File: config.mk
export PLATFORM = sky130hd
export DESIGN_NAME = key_entry
export DESIGN_NICKNAME = d
export VERILOG_FILES = /design/src/rtl/keypad_pkg.sv /design/src/rtl/key_qualifier.sv /design/src/rtl/key_entry.sv
export SDC_FILE = /design/constraint.sdc
export NUM_CORES = 1
export LEC_CHECK = 0
export ABC_CLOCK_PERIOD_IN_PS = 1900
export BUFFER_PORTS_ARGS = -buffer_cell sky130_fd_sc_hd__buf_4
export CORE_ASPECT_RATIO = 0.8
export CORE_MARGIN = 1
export CORE_UTILIZATION = 51
export CTS_CLUSTER_DIAMETER = 30
export CTS_CLUSTER_SIZE = 25
export DETAILED_ROUTE_END_ITERATION = 7
export GPL_TIMING_DRIVEN = 0
export PLACE_DENSITY_LB_ADDON = 0.12
export SLEW_MARGIN = 20
export SYNTH_ARGS = -nofsm -noshare
export SYNTH_HDL_FRONTEND = slang
export SYNTH_SLANG_ARGS = --single-unit
File: constraint.sdc
create_clock -name clk -period 1.9 [get_ports clk]
set_input_delay 0.095 -clock clk [delete_from_list [all_inputs] [get_ports clk]]
set_output_delay 0.095 -clock clk [all_outputs]
set_load 0.02 [all_outputs]
File: src/rtl/keypad_pkg.sv
// Shared key codes, operator encoding and qualifier state type for the keypad path.
package keypad_pkg;

  localparam logic [3:0] KEY_MAX_DIGIT = 4'h9;
  localparam logic [3:0] KEY_A         = 4'hA;
  localparam logic [3:0] KEY_B         = 4'hB;
  localparam logic [3:0] KEY_C         = 4'hC;
  localparam logic [3:0] KEY_STAR      = 4'hD;
  localparam logic [3:0] KEY_HASH      = 4'hE;
  localparam logic [3:0] KEY_NONE      = 4'hF;

  localparam logic [1:0] OP_NONE = 2'd0;
  localparam logic [1:0] OP_A    = 2'd1;
  localparam logic [1:0] OP_B    = 2'd2;
  localparam logic [1:0] OP_C    = 2'd3;

  typedef enum logic [1:0] {
    IDLE         = 2'd0,
    PRESS_QUAL   = 2'd1,
    ACCEPT       = 2'd2,
    RELEASE_QUAL = 2'd3
  } qual_state_t;

  function automatic logic is_digit(input logic [3:0] code);
    return code <= KEY_MAX_DIGIT;
  endfunction

  function automatic logic [1:0] op_code(input logic [3:0] code);
    logic [1:0] sel;
    case (code)
      KEY_A:   sel = OP_A;
      KEY_B:   sel = OP_B;
      KEY_C:   sel = OP_C;
      default: sel = OP_NONE;
    endcase
    return sel;
  endfunction

endpackage

File: src/rtl/key_qualifier.sv
// Turns the raw key code stream into one event per stable press, with a stable
// release required before the next press is considered.
//
// state        | meaning
// -------------+------------------------------------------------------------
// IDLE         | armed, waiting for any key on code_q
// PRESS_QUAL   | counting consecutive cycles of the captured candidate
// ACCEPT       | one-cycle event; key_event high, key_val = candidate
// RELEASE_QUAL | counting consecutive no-key cycles before re-arming
module key_qualifier
  import keypad_pkg::*;
#(
  parameter int STABLE_CYCLES = 27_000
) (
  input  logic       clk,
  input  logic       n_reset,
  input  logic [3:0] key_code,
  output logic       key_event,
  output logic [3:0] key_val
);

  localparam int CW = $clog2(STABLE_CYCLES + 1);
  localparam logic [CW-1:0] CNT_LAST = CW'(STABLE_CYCLES - 1);

  qual_state_t   state, state_next;
  logic [3:0]    code_q;
  logic [3:0]    cand, cand_next;
  logic [CW-1:0] cnt, cnt_next;

  // Input register, state, candidate and counter registers.
  always_ff @(posedge clk) begin
    if (!n_reset) begin
      code_q <= KEY_NONE;
      state  <= IDLE;
      cand   <= KEY_NONE;
      cnt    <= '0;
    end else begin
      code_q <= key_code;
      state  <= state_next;
      cand   <= cand_next;
      cnt    <= cnt_next;
    end
  end

  // Next-state and counter logic; the counter only runs up to CNT_LAST, so it never wraps.
  always_comb begin
    state_next = state;
    cand_next  = cand;
    cnt_next   = cnt;
    case (state)
      IDLE: begin
        if (code_q != KEY_NONE) begin
          cand_next = code_q;
          // With a one-cycle window the capture cycle alone qualifies the press.
          if (STABLE_CYCLES == 1) begin
            state_next = ACCEPT;
            cnt_next   = '0;
          end else begin
            state_next = PRESS_QUAL;
            cnt_next   = CW'(1);
          end
        end
      end
      PRESS_QUAL: begin
        if (code_q != cand) begin
          state_next = IDLE;
          cnt_next   = '0;
        end else if (cnt == CNT_LAST) begin
          state_next = ACCEPT;
        end else begin
          cnt_next = cnt + CW'(1);
        end
      end
      ACCEPT: begin
        state_next = RELEASE_QUAL;
        cnt_next   = '0;
      end
      RELEASE_QUAL: begin
        if (code_q != KEY_NONE) begin
          cnt_next = '0;
        end else if (cnt == CNT_LAST) begin
          state_next = IDLE;
          cnt_next   = '0;
        end else begin
          cnt_next = cnt + CW'(1);
        end
      end
      default: begin
        state_next = IDLE;
        cnt_next   = '0;
      end
    endcase
  end

  assign key_event = (state == ACCEPT);
  assign key_val   = cand;

endmodule

File: src/rtl/key_entry.sv
// Keypad entry: qualified key events drive a BCD operand accumulator and
// one-cycle operator / clear / enter pulses.
module key_entry
  import keypad_pkg::*;
#(
  parameter int NUM_DIGITS    = 3,
  parameter int STABLE_CYCLES = 27_000
) (
  input  logic                            clk,
  input  logic                            n_reset,
  input  logic [3:0]                      key_code,
  output logic [4*NUM_DIGITS-1:0]         operand_bcd,
  output logic [$clog2(NUM_DIGITS+1)-1:0] digit_count,
  output logic                            operand_valid,
  output logic                            op_valid,
  output logic [1:0]                      op_sel,
  output logic                            clear_pulse
);

  localparam int DW = 4 * NUM_DIGITS;
  localparam int CW = $clog2(NUM_DIGITS + 1);

  logic          key_event;
  logic [3:0]    key_val;
  logic [DW-1:0] operand_q, operand_next, shifted;
  logic [CW-1:0] count_q, count_next;
  logic [1:0]    op_sel_q, op_sel_next;

  key_qualifier #(
    .STABLE_CYCLES(STABLE_CYCLES)
  ) u_qual (
    .clk      (clk),
    .n_reset  (n_reset),
    .key_code (key_code),
    .key_event(key_event),
    .key_val  (key_val)
  );

  // Accumulator and latched operator registers; they change on the edge ending ACCEPT.
  always_ff @(posedge clk) begin
    if (!n_reset) begin
      operand_q <= '0;
      count_q   <= '0;
      op_sel_q  <= OP_NONE;
    end else begin
      operand_q <= operand_next;
      count_q   <= count_next;
      op_sel_q  <= op_sel_next;
    end
  end

  // Action decode; pulses come straight from the registered event so they share the ACCEPT cycle.
  always_comb begin
    operand_next  = operand_q;
    count_next    = count_q;
    op_sel_next   = op_sel_q;
    operand_valid = 1'b0;
    op_valid      = 1'b0;
    clear_pulse   = 1'b0;
    shifted       = operand_q << 4;
    shifted[3:0]  = key_val;
    if (key_event) begin
      case (key_val)
        KEY_A, KEY_B, KEY_C: begin
          op_valid    = 1'b1;
          op_sel_next = op_code(key_val);
        end
        KEY_STAR: begin
          clear_pulse  = 1'b1;
          operand_next = '0;
          count_next   = '0;
        end
        KEY_HASH: begin
          // Present the value during the pulse, then clear for the next entry.
          if (count_q != '0) begin
            operand_valid = 1'b1;
            operand_next  = '0;
            count_next    = '0;
          end
        end
        default: begin
          // A full operand silently drops further digits.
          if (is_digit(key_val) && (count_q < CW'(NUM_DIGITS))) begin
            operand_next = shifted;
            count_next   = count_q + CW'(1);
          end
        end
      endcase
    end
  end

  assign operand_bcd = operand_q;
  assign digit_count = count_q;
  // The new operator is already visible alongside its op_valid pulse.
  assign op_sel      = op_valid ? op_sel_next : op_sel_q;

endmodule
Word level (Yosys, flattened, before mapping)
Cells that the tools add are included.

storage, ports and cells
  output and inout bits = 19
  logic and storage cells = 67
  flip-flop bits (word level) = 41
  input port bits = 6

cells by class
  equal/unequal tests = 17
  bitwise operators = 1
  reduce and logical (&&, ||, !) cells = 9
  add/subtract/negate cells = 2
  magnitude comparators = 2
  mux-type cells = 29

operator list
  operator                                                         count
  15-bit 2-to-1 mux                                                5
  15-bit one-hot mux with 4 select lines                           1
  12-bit one-hot mux with 3 select lines                           1
  12-bit 2-to-1 mux                                                2
  4-bit equality test, second input constant                       5
  2-bit 2-to-1 mux                                                 10
  15-bit by 1-bit adder with 15-bit output, second input constant  1
  15-bit equality test, second input constant                      1
  2-bit one-hot mux with 3 select lines                            2
  2-bit one-hot mux with 4 select lines                            1
  4-bit AND reduction                                              2
  1-bit 2-to-1 mux                                                 7
  2-bit equality test, second input constant                       2
  4-bit less-or-equal comparator, second input constant            1
  2-bit by 1-bit != test with 1-bit output, second input constant  2
  2-bit != test, second input constant                             2
  4-bit != test                                                    1
  4-bit != test, second input constant                             1
  2-bit AND reduction                                              2
  3-bit by 1-bit != test with 1-bit output, second input constant  1
  3-bit by 2-bit != test with 1-bit output, second input constant  1
  3-bit nonzero test                                               1
  3-bit OR reduction                                               1
  2-bit by 1-bit adder with 2-bit output, second input constant    1
  other kinds (6)                                                  6

Logic depth before layout (Yosys ltp)
Gate-level depths: netlist of run 1.

  depth after elaboration = 5
  gate-level depth with buffers = 7
  gate-level depth less buffers = 6

Hierarchy
From an unflattened synthesis of run 1, not the netlist that was laid out.

unflattened totals
  cells, all modules = 231
  area total of the unflattened synthesis = 2118.3 um2

modules (own cells, without submodules)
  module         area an instance (um2)  times used  cells an instance  seq. area each (um2)
  key_qualifier  1237.4                  1           133                500.5
  key_entry      880.8                   1           98                 320.3

Least setup slack after synthesis of run 1
Ideal clock, no wire load.

  path kind = reg2reg
  start point = register u_qual.cand[3] (netlist: u_qual.key_val[3])
  end point = register op_sel_q[1]
  cell stages (with the launch flop) = 5
  arrival = 1.906 ns
  setup slack = -0.069 ns
  library setup time = 0.063 ns
  data required time = 1.837 ns
  path buffers = 1
  period minus slack after synthesis = 1.969 ns
  cell sequence = dfxtp_1 -> clkbuf_1 -> nand3b_1 -> o311ai_0 -> and2_1

between the ends
  word-level cells in the longest chain between the ends = 4
  elaborated cells between the ends (all ways) = 7
  those cells by class = eq/ne: 3; mux: 3; reduce/logical: 1

RTL lines
  item                                                                         RTL line                           RTL
  start: declaration                                                           key_qualifier.sv:27                logic [3:0] cand, cand_next;
  start signal: assignment                                                     key_qualifier.sv:40                cand <= cand_next;
  4-bit equality test                                                          keypad_pkg.sv:30, key_entry.sv:63
  2-bit one-hot mux with 3 select lines or 3-bit OR reduction (tied branches)  keypad_pkg.sv:30, key_entry.sv:63
  2-bit 2-to-1 mux (*)                                                         key_entry.sv:63                    case (key_val)
  2-bit 2-to-1 mux (*)                                                         key_entry.sv:62                    if (key_event) begin
  end signal: assignment                                                       key_entry.sv:48                    op_sel_q <= op_sel_next;
  end: declaration                                                             key_entry.sv:27                    logic [1:0] op_sel_q, op_sel_next;

Every way passes the cells marked *; elsewhere a longest branch is shown, timed or not.
A chain may end at the register's enable or synchronous reset.

Final worst setup path of run 1
  start point = register u_qual.cnt[9]
  end point = register u_qual.cnt[13]

between the ends
  word-level cells in the longest chain between the ends = 4
  elaborated cells between the ends (all ways) = 9
  those cells by class = add/sub: 1; eq/ne: 2; mux: 5; reduce/logical: 1

RTL lines
  item                                                                              RTL line                                  RTL
  start: declaration                                                                key_qualifier.sv:28                       logic [CW-1:0] cnt, cnt_next;
  start signal: assignment                                                          key_qualifier.sv:41                       cnt <= cnt_next;
  15-bit by 1-bit adder with 15-bit output or 15-bit equality test (tied branches)  --
  15-bit 2-to-1 mux (on tied branches)                                              key_qualifier.sv:81, key_qualifier.sv:68
  15-bit 2-to-1 mux (on tied branches)                                              key_qualifier.sv:79, key_qualifier.sv:65
  15-bit one-hot mux with 4 select lines                                            key_qualifier.sv:50                       case (state)

Several ways; a longest one is shown, not always the timed one. The select of a mux whose other input is x is not followed.

==> flow_metrics.env, run 1 <==
export IMPL_outcome="complete, but fails checks"
export IMPL_violations="negative setup slack"
export IMPL_synth_top_area_share=0.400
export IMPL_cp_data_arrival_time_ns=2.21
export IMPL_rsz0062_at_grt="true"
export IMPL_die_h_um=58.7
export IMPL_regArea_um2=837
export IMPL_hold_violations=0
export IMPL_vias=1901
export IMPL_n_antenna_cell=0
export IMPL_synth_area_leaders="dfxtp_1, a21oi_1, nand3_1"
export IMPL_synth_top_area_cell="dfxtp_1"
export IMPL_slew_headroom=0.671
export IMPL_critPathMaxStageDelay_ns=0.55
export IMPL_cp_required_ns=2.09
export IMPL_routabilityCongestion=0.817
export IMPL_first_pass_iters=4
export IMPL_max_cap_viol_count=0
export IMPL_use_met3=0.0599
export IMPL_fin_crit_ns=2.02
export IMPL_antenna_left=0
export IMPL_hp_start="n_reset"
export IMPL_post_route_drc_count=0
export IMPL_max_slew_worst_pin_slew_ns=0.492
export IMPL_port_buffers=24
export IMPL_power_w=0.00182
export IMPL_grt_max_degree=13
export IMPL_clock_path_buffers=2
export IMPL_avgSynthCellArea_um2=8.38
export IMPL_io_pins=25
export IMPL_synth_seq_cells=41
export IMPL_grt_pass1_vias=1657
export IMPL_std_cell_rows=20
export IMPL_cp_slowest_cell="or4bb_4"
export IMPL_ys_seq_area_frac=0.400
export IMPL_async_flop_share=0
export IMPL_synth_warnings=0
export IMPL_end_kind="flip-flop"
export IMPL_gr_usage_met2=0.347
export IMPL_reg2reg_from="u_qual.cnt[9]$_SDFFE_PN0P_"
export IMPL_routed_wl_um=4910
export IMPL_leakage_nw=0.957
export IMPL_critPathMaxFanout=7
export IMPL_clk_pin_slew_ns=0.08
export IMPL_clockRootBuffer="clkbuf_8"
export IMPL_r2r_slack_ns=-0.12
export IMPL_startpoint="u_qual.cnt[9]$_SDFFE_PN0P_"
export IMPL_clk_insertion_delay_late_ns=0.30
export IMPL_yosysMostFrequentCell="dfxtp_1"
export IMPL_finalCritPeriodShare=1.06
export IMPL_hold_ws_ns=0.0277
export IMPL_cts_tree="built"
export IMPL_criticalPathCategory="reg -> reg"
export IMPL_grt_pass1_wl_um=7790
export IMPL_synthFlopType="dfxtp_1"
export IMPL_dp_hpwl_um=3080
export IMPL_area_growth_pct=29.9
export IMPL_min_delay_path_class="in -> reg"
export IMPL_clock_skew_final_ns=0.00410
export IMPL_ys_top_cells_by_count="dfxtp_1, nand2_1, nor2_1"
export IMPL_crit_chain="or4bb_4 > o41ai_4 > a21oi_2 > o21ai_2 > buf_6 > nor2_1"
export IMPL_drive_gt1_frac=0.285
export IMPL_grt_overflow=0
export IMPL_dpl_cell_area_um2=2300
export IMPL_h_tree_depth=2
export IMPL_use_met1=0.346
export IMPL_startpoint_type="flip-flop"
export IMPL_cts_sinks=41
export IMPL_powerDensity_nw_per_um2=683
export IMPL_die_area_um2=4280
export IMPL_final_area_um2=2670
export IMPL_multiInputGateArea_um2=1220
export IMPL_syn_cell_area_um2=2050
export IMPL_grt_usage=0.241
export IMPL_core_um2=3830
export IMPL_die_x_um=72.9
export IMPL_ir_worst_vdd_uv=400
export IMPL_drtIter0Drc=178
export IMPL_post_drt_wl_per_cell_um=14.2
export IMPL_placed_cells=324
export IMPL_antenna_found_initial=0
export IMPL_setup_ws_ns=-0.119
export IMPL_fin_nets=299
export IMPL_finalSetupViolCount=17
export IMPL_top_usage_layer="met2"
export IMPL_layout_cells_non_filler=346
export IMPL_synthCells=245
export IMPL_slew_viol_final=0
export IMPL_synth_edf_count=0
export IMPL_initial_utilization=0.536
export IMPL_synth_distinct_cells=51
export IMPL_max_freq_mhz=495
export IMPL_syn_num_nets=254
export IMPL_via_per_inst=5.49
export IMPL_num_fill_cells=339
export IMPL_numCtsBuffers=5
[final cells by class]
cell class | count | share of cell area
tap | 55 | 0.0258
inverter | 6 | 0.00845
multi-input combinational | 183 | 0.459
buffer | 13 | 0.0286
clock inverter | 1 | 0.0113
clock buffer | 7 | 0.0324
timing repair buffer | 40 | 0.121
sequential | 41 | 0.314
[state kept, by name (all words and copies together), names as in the netlist, named ones only]
register        flops
operand_bcd        12
u_qual.code_q       4
digit_count         2
u_qual.state        1
u_qual.key_val      4
u_qual.cnt         15
op_sel_q            2
[logic make-up (layout without fill, tap and decap cells)]
| logic type | after synthesis | in the layout | synth area share |
|---|---|---|---|
| flops | 41 | 41 | 0.400 |
| simple gates | 113 | 113 | 0.299 |
| buf+inv | 21 | 67 | 0.0506 |
| xor+xnor | 15 | 15 | 0.0640 |
| compound gates | 52 | 52 | 0.168 |
| fa+ha+maj | 3 | 3 | 0.0183 |
[placed cells by master, fill, tap and decap left out, types with 3 or more instances in the layout]
| master | Yosys | layout |
|---|---|---|
| nand4b_1 | 5 | 5 |
| buf_6 | 2 | 5 |
| nand2b_1 | 5 | 5 |
| a21oi_2 | 0 | 3 |
| xnor2_1 | 10 | 10 |
| a21oi_1 | 21 | 18 |
| nor2_2 | 0 | 4 |
| nor2_1 | 26 | 21 |
| clkbuf_8 | 0 | 6 |
| and2_1 | 4 | 4 |
| clkbuf_1 | 8 | 6 |
| inv_1 | 6 | 6 |
| o21ai_0 | 9 | 8 |
| nand3_1 | 21 | 21 |
| nand2_1 | 26 | 26 |
| nand4_1 | 4 | 4 |
| dlygate4sd3_1 | 0 | 4 |
| buf_4 | 2 | 34 |
| clkbuf_2 | 0 | 3 |
| xor2_1 | 5 | 5 |
| nor3b_1 | 3 | 3 |
| dfxtp_1 | 41 | 34 |
| dfxtp_4 | 0 | 3 |
| dfxtp_2 | 0 | 4 |
[power breakdown]
part,total (W),internal (W),switching [W],leakage [nW]
Clock,0.000723,0.000428,0.000295,0.0585
Sequential,0.000891,0.000871,0.0000199,0.336
Combinational,0.000206,0.0000811,0.000125,0.562
Total,0.00182,0.00138,0.000440,0.957
[layer usage]
metal,wire [µm],vias up
met4,78,0
met1,2480,880
met2,2040,57
li1,-,956
met3,309,8
met5,0,-
[final timing paths]
kind / to / cells after the start
setup / recovery: u_qual.cnt[13]$_SDFFE_PN0P_ / 6
hold reg to reg: operand_bcd[8]$_SDFFE_PN0P_ / 2
setup reg to reg: u_qual.cnt[13]$_SDFFE_PN0P_ / 6
hold / removal: u_qual.code_q[3]$_SDFF_PN1_ / 2
[metrics by stage]
step / worst slack [ns] / utilization / TNS [ns]
global placement: -0.139 / 0.601 / -1.78
detailed placement: -0.128 / 0.601 / -1.81
global route: -0.160 / 0.696 / -2.11
finish: -0.119 / 0.696 / -1.49
CTS: -0.0394 / 0.651 / -0.268
floorplan: 0.103 / - / 0
[critical path: cells and delay by family, from the launching register on]
kind / cells / cell delay [ns]
AO/OA/AOI/OAI: 3 / 0.74
AND/OR/NAND/NOR: 2 / 0.61
buffers and inverters: 1 / 0.19
flip-flops: 1 / 0.37
[repair_timing]
action,CTS,global route
setup endpoints to repair,25,30
setup buffers,2,9
cloned,0,1
gates resized for setup,8,31
hold buffers,4,0
hold endpoints to repair,4,0
pin swaps,4,19
Power figures use the tool's default switching activity.
==> run 2: changes to the inputs <==
Settings changed: CORE_ASPECT_RATIO 0.8 to not set.
==> run 2 against run 1 <==
Against the previous run:
- the run still ends with negative setup slack left
- flip-flop and latch count unchanged
- fmax up 3.1%
- clock-buffer cell count fell by 2
- largest cell class unchanged
==> flow_metrics.env, run 2 (synthesis gave the netlist of run 1 again) <==
export IMPL_routed_wl_um=4890
export IMPL_cts_sinks=41
export IMPL_drive_gt1_frac=0.317
export IMPL_die_x_um=65.4
export IMPL_slew_headroom=0.668
export IMPL_powerDensity_nw_per_um2=711
export IMPL_drtIter0Drc=158
export IMPL_layout_commonest_cell="buf_4"
export IMPL_dp_hpwl_um=3100
export IMPL_die_area_um2=4280
export IMPL_startpoint_type="flip-flop"
export IMPL_grt_pass1_vias=1701
export IMPL_clockRootBuffer="clkbuf_8"
export IMPL_max_freq_mhz=511
export IMPL_crit_chain="or4bb_4 > o41ai_4 > a21oi_2 > o21ai_4 > buf_6 > nor2_4"
export IMPL_hold_path_end="u_qual.code_q[3]$_SDFF_PN1_"
export IMPL_area_growth_pct=32.6
export IMPL_port_buffers=24
export IMPL_hold_ws_ns=0.0385
export IMPL_placed_cells=317
export IMPL_violations="negative setup slack"
export IMPL_use_met3=0.0590
export IMPL_grt_max_degree=14
export IMPL_hp_start="n_reset"
export IMPL_hold_depth=2
export IMPL_grt_pass1_wl_um=7910
export IMPL_cts_tree="built"
export IMPL_cp_data_arrival_time_ns=2.15
export IMPL_max_cap_viol_count=0
export IMPL_clk_pin_slew_ns=0.08
export IMPL_internal_power_w=0.00148
export IMPL_initial_utilization=0.544
export IMPL_gr_usage_met2=0.384
export IMPL_rsz0062_at_grt="true"
export IMPL_power_w=0.00193
export IMPL_critPathMaxStageDelay_ns=0.55
export IMPL_leakage_nw=0.980
export IMPL_finalCritPeriodShare=1.03
export IMPL_final_cell_mix="buf_4, dfxtp_1, nand2_1, nand3_1, nor2_1"
export IMPL_core_um2=3770
export IMPL_vias=1927
export IMPL_first_pass_iters=4
export IMPL_top_usage_layer="met2"
export IMPL_numCtsBuffers=5
export IMPL_pwr_share_comb=0.110
export IMPL_antenna_found_initial=0
export IMPL_layout_cells_non_filler=341
export IMPL_reg2reg_from="u_qual.cnt[12]$_SDFFE_PN0P_"
export IMPL_cp_slowest_cell="or4bb_4"
export IMPL_std_cell_rows=22
export IMPL_ir_worst_vdd_uv=489
export IMPL_switching_share=0.236
export IMPL_cp_required_ns=2.09
export IMPL_r2r_slack_ns=-0.06
export IMPL_end_kind="flip-flop"
export IMPL_min_delay_path_class="in -> reg"
export IMPL_outcome="complete, but fails checks"
export IMPL_regMostFlops="u_qual.cnt"
export IMPL_slew_viol_final=0
export IMPL_clock_skew_final_ns=0.0102
export IMPL_fin_crit_ns=1.96
export IMPL_grt_usage=0.241
export IMPL_pre_cts_ws_ns=-0.154
export IMPL_max_slew_worst_pin_slew_ns=0.497
export IMPL_routabilityCongestion=0.784
export IMPL_grt_overflow=0
export IMPL_criticalPathCategory="reg -> reg"
export IMPL_via_per_inst=5.65
export IMPL_io_pins=25
export IMPL_post_route_drc_count=0
export IMPL_largest_register_ffs=15
export IMPL_rr_endpoint="u_qual.cnt[8]$_SDFFE_PN0P_"
export IMPL_post_drt_wl_per_cell_um=14.3
export IMPL_h_tree_depth=2
export IMPL_finalSetupViolCount=14
export IMPL_ff2ff_path_depth=6
export IMPL_n_antenna_cell=0
export IMPL_critPathMaxFanout=5
export IMPL_setup_ws_ns=-0.0572
export IMPL_fin_nets=301
export IMPL_antenna_left=0
export IMPL_clk_insertion_delay_late_ns=0.30
export IMPL_die_h_um=65.4
export IMPL_p_switching_w=0.000456
export IMPL_clockPowerShare=0.431
export IMPL_tns_ns=-0.493
export IMPL_hold_violations=0
export IMPL_use_met1=0.312
export IMPL_seqPwrFrac=0.460
export IMPL_clock_path_buffers=2
run 2: timing repair:
item,4_1_cts,5_1_grt
resized for setup,23,27
pin swaps,16,9
gates cloned,1,0
setup endpoints to repair,26,31
endpoints found under the hold margin,4,0
hold buffers,4,0
buffers inserted,7,6
run 2: power groups by stage:
stage          Combinational [W]  Sequential [W]  Clock, W
4_1_cts                 0.000195        0.000890  0.000844
3_5_place_dp            0.000166        0.000909         0
2_1_floorplan           0.000126        0.000905         0
5_1_grt                 0.000227        0.000892  0.000889
3_3_place_gp            0.000164        0.000908         0
6_report                0.000212        0.000889  0.000833
run 2: metrics by stage:
step	utilization	area, µm²
finish	0.721	2720
global placement	0.608	2290
floorplan	-	2050
detailed placement	0.608	2290
CTS	0.688	2600
global route	0.721	2720
run 2: layout make-up:
type                    instances  area, µm²
repair buffers                 42        337
fillers                       286       1050
plain buffers                  13       78.8
multi-input cells             183       1250
clock buffers                   5       68.8
well taps                      48       60.1
flip-flops and latches         41        842
clock inverters                 3       65.1
inverters                       6       22.5
run 2: routing by layer:
metal  wire, µm  part of all wire  vias up
met3        257             0.053       12
met2       2260              0.46       60
met1       2280              0.47      896
li1           -                 -      959
met4         97             0.020        0
met5          0                 0        -
run 2: critical path, delay by kind of cell (launching register included):
family / cells / cell delay, ns
buf+inv: 1 / 0.18
compound gates: 3 / 0.72
simple gates: 2 / 0.59
flops: 1 / 0.35
run 2: how the worst max path moves through the flow:
stage,from,to,slack (ns),cells after the start
2_1_floorplan,u_qual.cnt[13]$_SDFFE_PN0P_,u_qual.cnt[7]$_SDFFE_PN0P_,0.10,6
3_3_place_gp,u_qual.cnt[13]$_SDFFE_PN0P_,u_qual.cnt[12]$_SDFFE_PN0P_,-0.12,6
3_5_place_dp,u_qual.cnt[13]$_SDFFE_PN0P_,u_qual.cnt[7]$_SDFFE_PN0P_,-0.15,6
4_1_cts,u_qual.cnt[9]$_SDFFE_PN0P_,u_qual.cnt[11]$_SDFFE_PN0P_,-0.07,6
5_1_grt,u_qual.cnt[9]$_SDFFE_PN0P_,u_qual.cnt[0]$_SDFFE_PN0P_,-0.10,6
6_report,u_qual.cnt[12]$_SDFFE_PN0P_,u_qual.cnt[8]$_SDFFE_PN0P_,-0.06,6
